File: src/rtl/qcw_ramp_ctrl_if.sv
// rtl/qcw_ramp_ctrl_if.sv - PLL bridge control bus between ramp controller and PLL
interface qcw_ramp_ctrl_if;
  logic        pll_start;
  logic [7:0]  pll_phase_shift;
  logic [15:0] pll_cycle_limit;
  logic        pll_cycle_finished;
  logic        pll_fault;

  modport master (
    output pll_start,
    output pll_phase_shift,
    output pll_cycle_limit,
    input  pll_cycle_finished,
    input  pll_fault
  );

  modport slave (
    input  pll_start,
    input  pll_phase_shift,
    input  pll_cycle_limit,
    output pll_cycle_finished,
    output pll_fault
  );
endinterface

File: src/rtl/qcw_ramp_ctrl.sv
// rtl/qcw_ramp_ctrl.sv - QCW shot sequencer: phase ramp, hold, watchdog, fault latch and off-time
module qcw_ramp_ctrl #(
  parameter int MIN_OFF_CYCLES = 1000000,
  parameter int RUN_TIMEOUT    = 4096
) (
  input  logic                   clk,
  input  logic                   rst_n,
  input  logic                   fire,
  input  logic                   abort,
  input  logic                   fault_clear,
  input  logic [7:0]             ramp_start,
  input  logic [7:0]             ramp_end,
  input  logic [7:0]             ramp_step,
  input  logic [15:0]            hold_cycles,
  qcw_ramp_ctrl_if.master        pll,
  output logic                   busy,
  output logic                   done,
  output logic                   cfg_err,
  output logic                   fault_latched
);

  localparam int OFF_W = $clog2(MIN_OFF_CYCLES + 1);
  localparam int WD_W  = $clog2(RUN_TIMEOUT + 1);
  localparam logic [OFF_W-1:0] OFF_LAST = OFF_W'(MIN_OFF_CYCLES - 1);
  localparam logic [WD_W-1:0]  WD_LAST  = WD_W'(RUN_TIMEOUT - 1);

  typedef enum logic [2:0] {
    S_IDLE, S_CALC, S_START, S_RAMP, S_HOLD, S_COOLDOWN, S_FAULT
  } state_t;

  state_t state, state_nxt;

  logic             fire_prev;
  logic [7:0]       cfg_start, cfg_end, cfg_step;
  logic [15:0]      cfg_hold;
  logic [7:0]       rem;
  logic [7:0]       ramp_cycles;
  logic [15:0]      limit;
  logic [7:0]       phase;
  logic [15:0]      run_cnt;
  logic [WD_W-1:0]  wd;
  logic [OFF_W-1:0] off_cnt;
  logic             done_q, cfg_err_q;

  logic             fire_edge, cfg_ok;
  logic [16:0]      limit_sum;
  logic [15:0]      limit_sat;
  logic [8:0]       phase_sum;
  logic [7:0]       phase_nxt;
  logic [15:0]      run_nxt;
  logic             run_hit, wd_expired;
  logic             pulse_done, pulse_cfg_err;
  logic             run_state;

  assign fire_edge  = fire & ~fire_prev;
  assign cfg_ok     = (ramp_step != 8'd0) && (ramp_end >= ramp_start) && !fault_latched;
  assign limit_sum  = {9'd0, ramp_cycles} + {1'b0, cfg_hold};
  assign limit_sat  = limit_sum[16] ? 16'hFFFF : limit_sum[15:0];
  // 9-bit sum so a step past 255 clamps to ramp_end instead of wrapping
  assign phase_sum  = {1'b0, phase} + {1'b0, cfg_step};
  assign phase_nxt  = (phase_sum > {1'b0, cfg_end}) ? cfg_end : phase_sum[7:0];
  assign run_nxt    = run_cnt + 16'd1;
  assign run_hit    = (run_nxt == limit);
  assign wd_expired = (wd == WD_LAST);

  always_ff @(posedge clk or negedge rst_n) begin
    if (!rst_n) state <= S_IDLE;
    else        state <= state_nxt;
  end

  always_comb begin
    state_nxt     = state;
    pulse_done    = 1'b0;
    pulse_cfg_err = 1'b0;
    case (state)
      S_IDLE: begin
        if (fire_edge) begin
          if (cfg_ok) state_nxt = S_CALC;
          else        pulse_cfg_err = 1'b1;
        end
      end
      S_CALC: begin
        if (pll.pll_fault)   state_nxt = S_FAULT;
        else if (abort)      state_nxt = S_COOLDOWN;
        else if (rem == 8'd0) begin
          if (limit_sat == 16'd0) begin
            pulse_done = 1'b1;
            state_nxt  = S_COOLDOWN;
          end else begin
            state_nxt  = S_START;
          end
        end
      end
      S_START: begin
        if (pll.pll_fault)          state_nxt = S_FAULT;
        else if (abort)             state_nxt = S_COOLDOWN;
        else if (ramp_cycles == 8'd0) state_nxt = S_HOLD;
        else                        state_nxt = S_RAMP;
      end
      S_RAMP, S_HOLD: begin
        if (pll.pll_fault) state_nxt = S_FAULT;
        else if (abort)    state_nxt = S_COOLDOWN;
        else if (pll.pll_cycle_finished) begin
          if (run_hit) begin
            pulse_done = 1'b1;
            state_nxt  = S_COOLDOWN;
          end else if (state == S_RAMP && phase_nxt == cfg_end) begin
            state_nxt  = S_HOLD;
          end
        end else if (wd_expired) begin
          state_nxt = S_FAULT;
        end
      end
      S_COOLDOWN: begin
        if (off_cnt == OFF_LAST) state_nxt = S_IDLE;
      end
      S_FAULT: begin
        if (fault_clear && !pll.pll_fault) state_nxt = S_COOLDOWN;
      end
      default: state_nxt = S_IDLE;
    endcase
  end

  always_ff @(posedge clk or negedge rst_n) begin
    if (!rst_n) begin
      fire_prev   <= 1'b1;
      cfg_start   <= 8'd0;
      cfg_end     <= 8'd0;
      cfg_step    <= 8'd0;
      cfg_hold    <= 16'd0;
      rem         <= 8'd0;
      ramp_cycles <= 8'd0;
      limit       <= 16'd0;
      phase       <= 8'd0;
      run_cnt     <= 16'd0;
      wd          <= '0;
      off_cnt     <= '0;
      done_q      <= 1'b0;
      cfg_err_q   <= 1'b0;
    end else begin
      fire_prev <= fire;
      done_q    <= pulse_done;
      cfg_err_q <= pulse_cfg_err;
      if (state != S_COOLDOWN) off_cnt <= '0;
      case (state)
        S_IDLE: begin
          if (fire_edge && cfg_ok) begin
            cfg_start   <= ramp_start;
            cfg_end     <= ramp_end;
            cfg_step    <= ramp_step;
            cfg_hold    <= hold_cycles;
            rem         <= ramp_end - ramp_start;
            ramp_cycles <= 8'd0;
          end
        end
        // One subtraction per clock keeps the divider out of the datapath
        S_CALC: begin
          if (rem != 8'd0) begin
            rem         <= (rem > cfg_step) ? rem - cfg_step : 8'd0;
            ramp_cycles <= ramp_cycles + 8'd1;
          end else begin
            limit <= limit_sat;
            phase <= cfg_start;
          end
        end
        S_START: begin
          run_cnt <= 16'd0;
          wd      <= '0;
        end
        S_RAMP, S_HOLD: begin
          if (pll.pll_cycle_finished) begin
            run_cnt <= run_nxt;
            wd      <= '0;
            if (state == S_RAMP) phase <= phase_nxt;
          end else begin
            wd <= wd + WD_W'(1);
          end
        end
        S_COOLDOWN: off_cnt <= off_cnt + OFF_W'(1);
        default: ;
      endcase
    end
  end

  // PLL-facing outputs decode straight from state so reset stops the bridge at once
  always_comb begin
    run_state           = (state == S_START) || (state == S_RAMP) || (state == S_HOLD);
    pll.pll_start       = (state == S_START);
    pll.pll_phase_shift = run_state ? phase : 8'd0;
    pll.pll_cycle_limit = run_state ? limit : 16'd0;
    busy                = (state != S_IDLE);
    fault_latched       = (state == S_FAULT);
    done                = done_q;
    cfg_err             = cfg_err_q;
  end

endmodule
File: src/flat_wrapper.sv
// flat-port wrapper written by rule: the top's interface ports become plain ports
module qcw_ramp_ctrl_flat 
#(
  parameter int MIN_OFF_CYCLES = 1000000,
  parameter int RUN_TIMEOUT    = 4096
)
  (clk, rst_n, fire, abort, fault_clear, ramp_start, ramp_end, ramp_step, hold_cycles, busy, done, cfg_err, fault_latched, pll_pll_start, pll_pll_phase_shift, pll_pll_cycle_limit, pll_pll_cycle_finished, pll_pll_fault);
  qcw_ramp_ctrl_if pll_i ();
  input  logic clk;
  input  logic rst_n;
  input  logic fire;
  input  logic abort;
  input  logic fault_clear;
  input  logic [7:0] ramp_start;
  input  logic [7:0] ramp_end;
  input  logic [7:0] ramp_step;
  input  logic [15:0] hold_cycles;
  output logic busy;
  output logic done;
  output logic cfg_err;
  output logic fault_latched;
  output wire logic [$bits(pll_i.pll_start)-1:0] pll_pll_start;
  output wire logic [$bits(pll_i.pll_phase_shift)-1:0] pll_pll_phase_shift;
  output wire logic [$bits(pll_i.pll_cycle_limit)-1:0] pll_pll_cycle_limit;
  input wire logic [$bits(pll_i.pll_cycle_finished)-1:0] pll_pll_cycle_finished;
  input wire logic [$bits(pll_i.pll_fault)-1:0] pll_pll_fault;
  assign pll_pll_start = pll_i.pll_start;
  assign pll_pll_phase_shift = pll_i.pll_phase_shift;
  assign pll_pll_cycle_limit = pll_i.pll_cycle_limit;
  assign pll_i.pll_cycle_finished = pll_pll_cycle_finished;
  assign pll_i.pll_fault = pll_pll_fault;
  qcw_ramp_ctrl #(.MIN_OFF_CYCLES(MIN_OFF_CYCLES), .RUN_TIMEOUT(RUN_TIMEOUT)) u_core (.clk(clk), .rst_n(rst_n), .fire(fire), .abort(abort), .fault_clear(fault_clear), .ramp_start(ramp_start), .ramp_end(ramp_end), .ramp_step(ramp_step), .hold_cycles(hold_cycles), .pll(pll_i), .busy(busy), .done(done), .cfg_err(cfg_err), .fault_latched(fault_latched));
endmodule
File: config.mk
export PLATFORM = sky130hd
export DESIGN_NAME = qcw_ramp_ctrl_flat
export DESIGN_NICKNAME = d
export VERILOG_FILES = /design/src/rtl/qcw_ramp_ctrl_if.sv /design/src/rtl/qcw_ramp_ctrl.sv /design/src/flat_wrapper.sv
export SDC_FILE = /design/constraint.sdc
export NUM_CORES = 1
export LEC_CHECK = 0
export BUFFER_PORTS_ARGS = -buffer_cell sky130_fd_sc_hd__buf_2
export CORE_ASPECT_RATIO = 2
export CORE_UTILIZATION = 50
export DETAILED_ROUTE_END_ITERATION = 10
export GPL_ROUTABILITY_DRIVEN = 0
export PLACE_DENSITY = 0.82
export REMOVE_ABC_BUFFERS = 1
export SYNTH_ARGS = -nofsm -noshare
export SYNTH_HDL_FRONTEND = slang
export SYNTH_SLANG_ARGS = --single-unit
File: constraint.sdc
create_clock -name clk -period 3.97 [get_ports clk]
set_clock_uncertainty 0.2 [all_clocks]
set_input_delay 0.1985 -clock clk [delete_from_list [all_inputs] [get_ports clk]]
set_output_delay 0.1985 -clock clk [all_outputs]
set_load 0.01 [all_outputs]
==> impl_metrics.yaml <==
routing:
  vias_per_cell: 5.98
  routed-via-count: 8086
  count_of_antenna_violating_nets_left_after_detailed_routing: 0
  drt-wirelength-per-cell_um: 17.6
  post-route-drc-count: 0
  wirelength_mm: 23.8
  detail_route.iter0.violations: 631
  drt_pass_1_iters: 6
synth:
  synth.largest_area_cell: "dfrtp_1"
  synth.cell_area_mm2: 0.00907
  synth_edf_count: 0
  post-synth-top-area-fraction_pct: 37.0
  synth-seq-area-share_pct: 37.3
  synth-warning-count: 0
  synth.avg_cell_area_um2: 8.81
  asyncSetResetFlopFracSynth_pct: 100
  number_of_standard_cells_after_synthesis: 1030
  netlist_top_cells_area: "dfrtp_1 (37%), ha_1 (6.2%), o21ai_0 (5.0%)"
  dominant_synthesized_flop_cell: "dfrtp_1"
  postSynthRegisterBits: 135
  number_of_distinct_library_cells_after_synthesis: 78
timing:
  finalMaxSlewViolations: 0
  slew_headroom_pct: 29.6
  tightest_slew_ns: 1.05
  finalWorstSetupSlack_ns: 0.159
  finalCritPeriodShare_pct: 96.0
  max_freq_mhz: 262
  final_hold_viol_count: 0
  final.min_clock_period_ns: 3.81
  rsz0062_at_grt: "true"
  setup_viol_count_final: 0
grt:
  antenna_violations_before_repair: 0
  global_route.usage.total_pct: 26.1
  wire_length_of_the_first_global_routing_pass_mm: 38.6
  grt_overflow: 0
  grt_pass1_vias: 7827
  pin_count_of_the_biggest_net_entering_global_routing: 91
flow_run:
  maxCapViolations: 0
clocking:
  cts_tree: "built"
  clock_insertion_delay_worst_skew_ns: 0.44
  post_cts_buffers: 0
  tritoncts.num_buffers: 17
  numClockSinks: 135
  htreeDepth: 4
  cts_root_buffer: "clkbuf_16"
  clkTransAtPathRegs_ns: 0.06
  cts_max_path_buffers: 2
worst_setup_path:
  end_kind: "flop"
  reg2reg_setup_slack_ns: 0.16
  critPathRequiredTime_ns: 4.06
  critical_path_arrival_ns: 3.90
  timing.setup.critical_path_class: "flop to flop"
  crit_path_start_kind: "flop"
  maximum_fanout_count_along_the_critical_path: 7
power:
  power.leakage_nw: 4.81
  worst_ir_drop_vdd_mv: 0.403
  powerDensity_mw_per_mm2: 766
  total_power_w: 0.00812
finish:
  final_layout_size_suffix_gt1_share_pct: 15.1
  n_fill_cell: 1483
  area.sequential_mm2: 0.00338
  synthToLayoutAreaGrowth_pct: 16.8
  post-route-cell-area_mm2: 0.0106
  footprint_of_the_multi_input_gates_mm2: 0.00525
  layout.nets: 1222
  antenna_cells_inserted: 0
floorplanning:
  start_util_pct: 51.0
  core.rowCount: 69
  die_height_um: 192
  num_ports: 76
  dieArea_mm2: 0.0187
  core_area_mm2: 0.0178
  die_width_um: 97.2
min_path:
  min_delay_worst_type: "input port to flop"
run_status:
  run_status: "finished, final reports clean"
placement:
  placement.cell_area_mm2: 0.00952
  dp_hpwl_mm: 17.1
  worst_slack_after_detailed_placement_ns: 0.161
  portBuffers: 75
timing repair:
action	in CTS	in global routing
endpoints found under the setup margin	0	9
hold buffers	45	0
endpoints found under the hold margin	132	0
gates resized for setup	0	1
power by group:
part	total [W]	internal (W)	switching, W
registers	0.00224	0.00177	0.000474
logic	0.00421	0.00185	0.00236
clock network	0.00167	0.00101	0.000663
total	0.00812	0.00462	0.00350
flip-flops by register name, summed over array words and instances (netlist names):
name / cells
u_core.cfg_err: 1
u_core.cfg_hold: 16
u_core.phase: 8
u_core.wd: 13
u_core.fire_prev: 1
u_core.off_cnt: 20
u_core.state: 3
u_core.cfg_end: 8
u_core.ramp_cycles: 8
u_core.rem: 8
u_core.cfg_step: 8
u_core.run_cnt: 16
u_core.limit: 16
u_core.cfg_start: 8
u_core.done: 1
cells by family after synthesis:
kind of cell,after synthesis,share of synthesized area (%)
AND/OR/NAND/NOR,411,22.9
AO/OA/AOI/OAI,229,16.0
flip-flops,135,37.3
buffers and inverters,96,4.98
XOR/XNOR,75,7.57
adder cells (fa/ha/maj),49,7.09
multiplexers,35,4.23
per-stage QoR:
step	TNS (ns)	util, %	hold WS, ns	instances
after floorplan	-0.345	-	-0.297	977
after global placement	0	53.5	0.110	1275
after detailed placement	0	53.5	0.124	1275
after CTS	0	59.6	0.0755	1352
after global routing	-0.108	59.6	0.133	1352
final	0	59.6	0.0898	1352
cell type report:
cell class	count	share of cell area [%]
Multi-Input combinational cell	799	49.6
Clock buffer	18	4.05
Clock inverter	14	1.78
Tap cell	213	2.51
Sequential cell	135	31.9
Inverter	43	1.52
Timing Repair Buffer	130	8.68
layout by cell type, fill, tap and decap left out, types with 7 or more instances in the layout:
cell type	instances
mux2i_1	8
nor4_1	12
nand4_1	16
and2_1	9
a21oi_1	41
dfrtp_1	134
clkbuf_16	17
inv_1	43
buf_2	74
nor2_1	104
nand2_1	110
or3_1	11
o21ai_0	91
a31oi_1	15
xnor2_1	32
o21bai_1	7
mux2_2	27
buf_4	9
and3_1	13
xor2_1	40
a21o_1	11
ha_1	45
nor3_1	14
o31ai_1	7
nor2b_1	37
dlygate4sd3_1	45
nand2b_1	10
nand3_1	39
path summary, 6_finish.rpt:
kind                                        start            endpoint  cells past startpoint
setup reg to reg                  u_core.phase[3]     u_core.phase[0]                     16
setup / recovery                  u_core.phase[3]     u_core.phase[0]                     16
min in group asynchronous                   rst_n   u_core.cfg_end[3]                      2
hold reg to reg                 u_core.off_cnt[0]   u_core.off_cnt[0]                      1
hold / removal             pll_pll_cycle_finished        u_core.wd[8]                      4
max in group asynchronous                   rst_n  u_core.cfg_step[3]                      3
layer usage:
metal | vias to the layer above | share of wire [%] | GRT usage (%)
met5 | - | 0 | 0
met4 | 0 | 5.6 | 16.3
met3 | 94 | 4.6 | 4.49
met2 | 316 | 54 | 48.0
met1 | 3839 | 36 | 27.4
li1 | 3837 | - | -
critical path, stage by stage (launching register included):
cell and delay (ns):
dfrtp_1 0.40, ha_1 0.32, a21o_1 0.17, and2_1 0.15, a311o_1 0.37, o31a_1 0.29, xor2_1 0.22, ha_1 0.30
nand4_1 0.10, nor2_1 0.05, o21bai_1 0.17, o2bb2ai_2 0.20, buf_4 0.25, mux2i_1 0.23, nor2_1 0.06, a21oi_1 0.10
o21ai_0 0.08
synth_stat cells (all sizes together), types with 34 or more instances:
library cell	count
a21oi	41
clkbuf	37
dfrtp	134
ha	45
inv	43
nand2	110
nand3	39
nor2	104
nor2b	37
o21ai	92
xnor2	34
xor2	40
No activity file was read; power rests on OpenSTA's default activity.
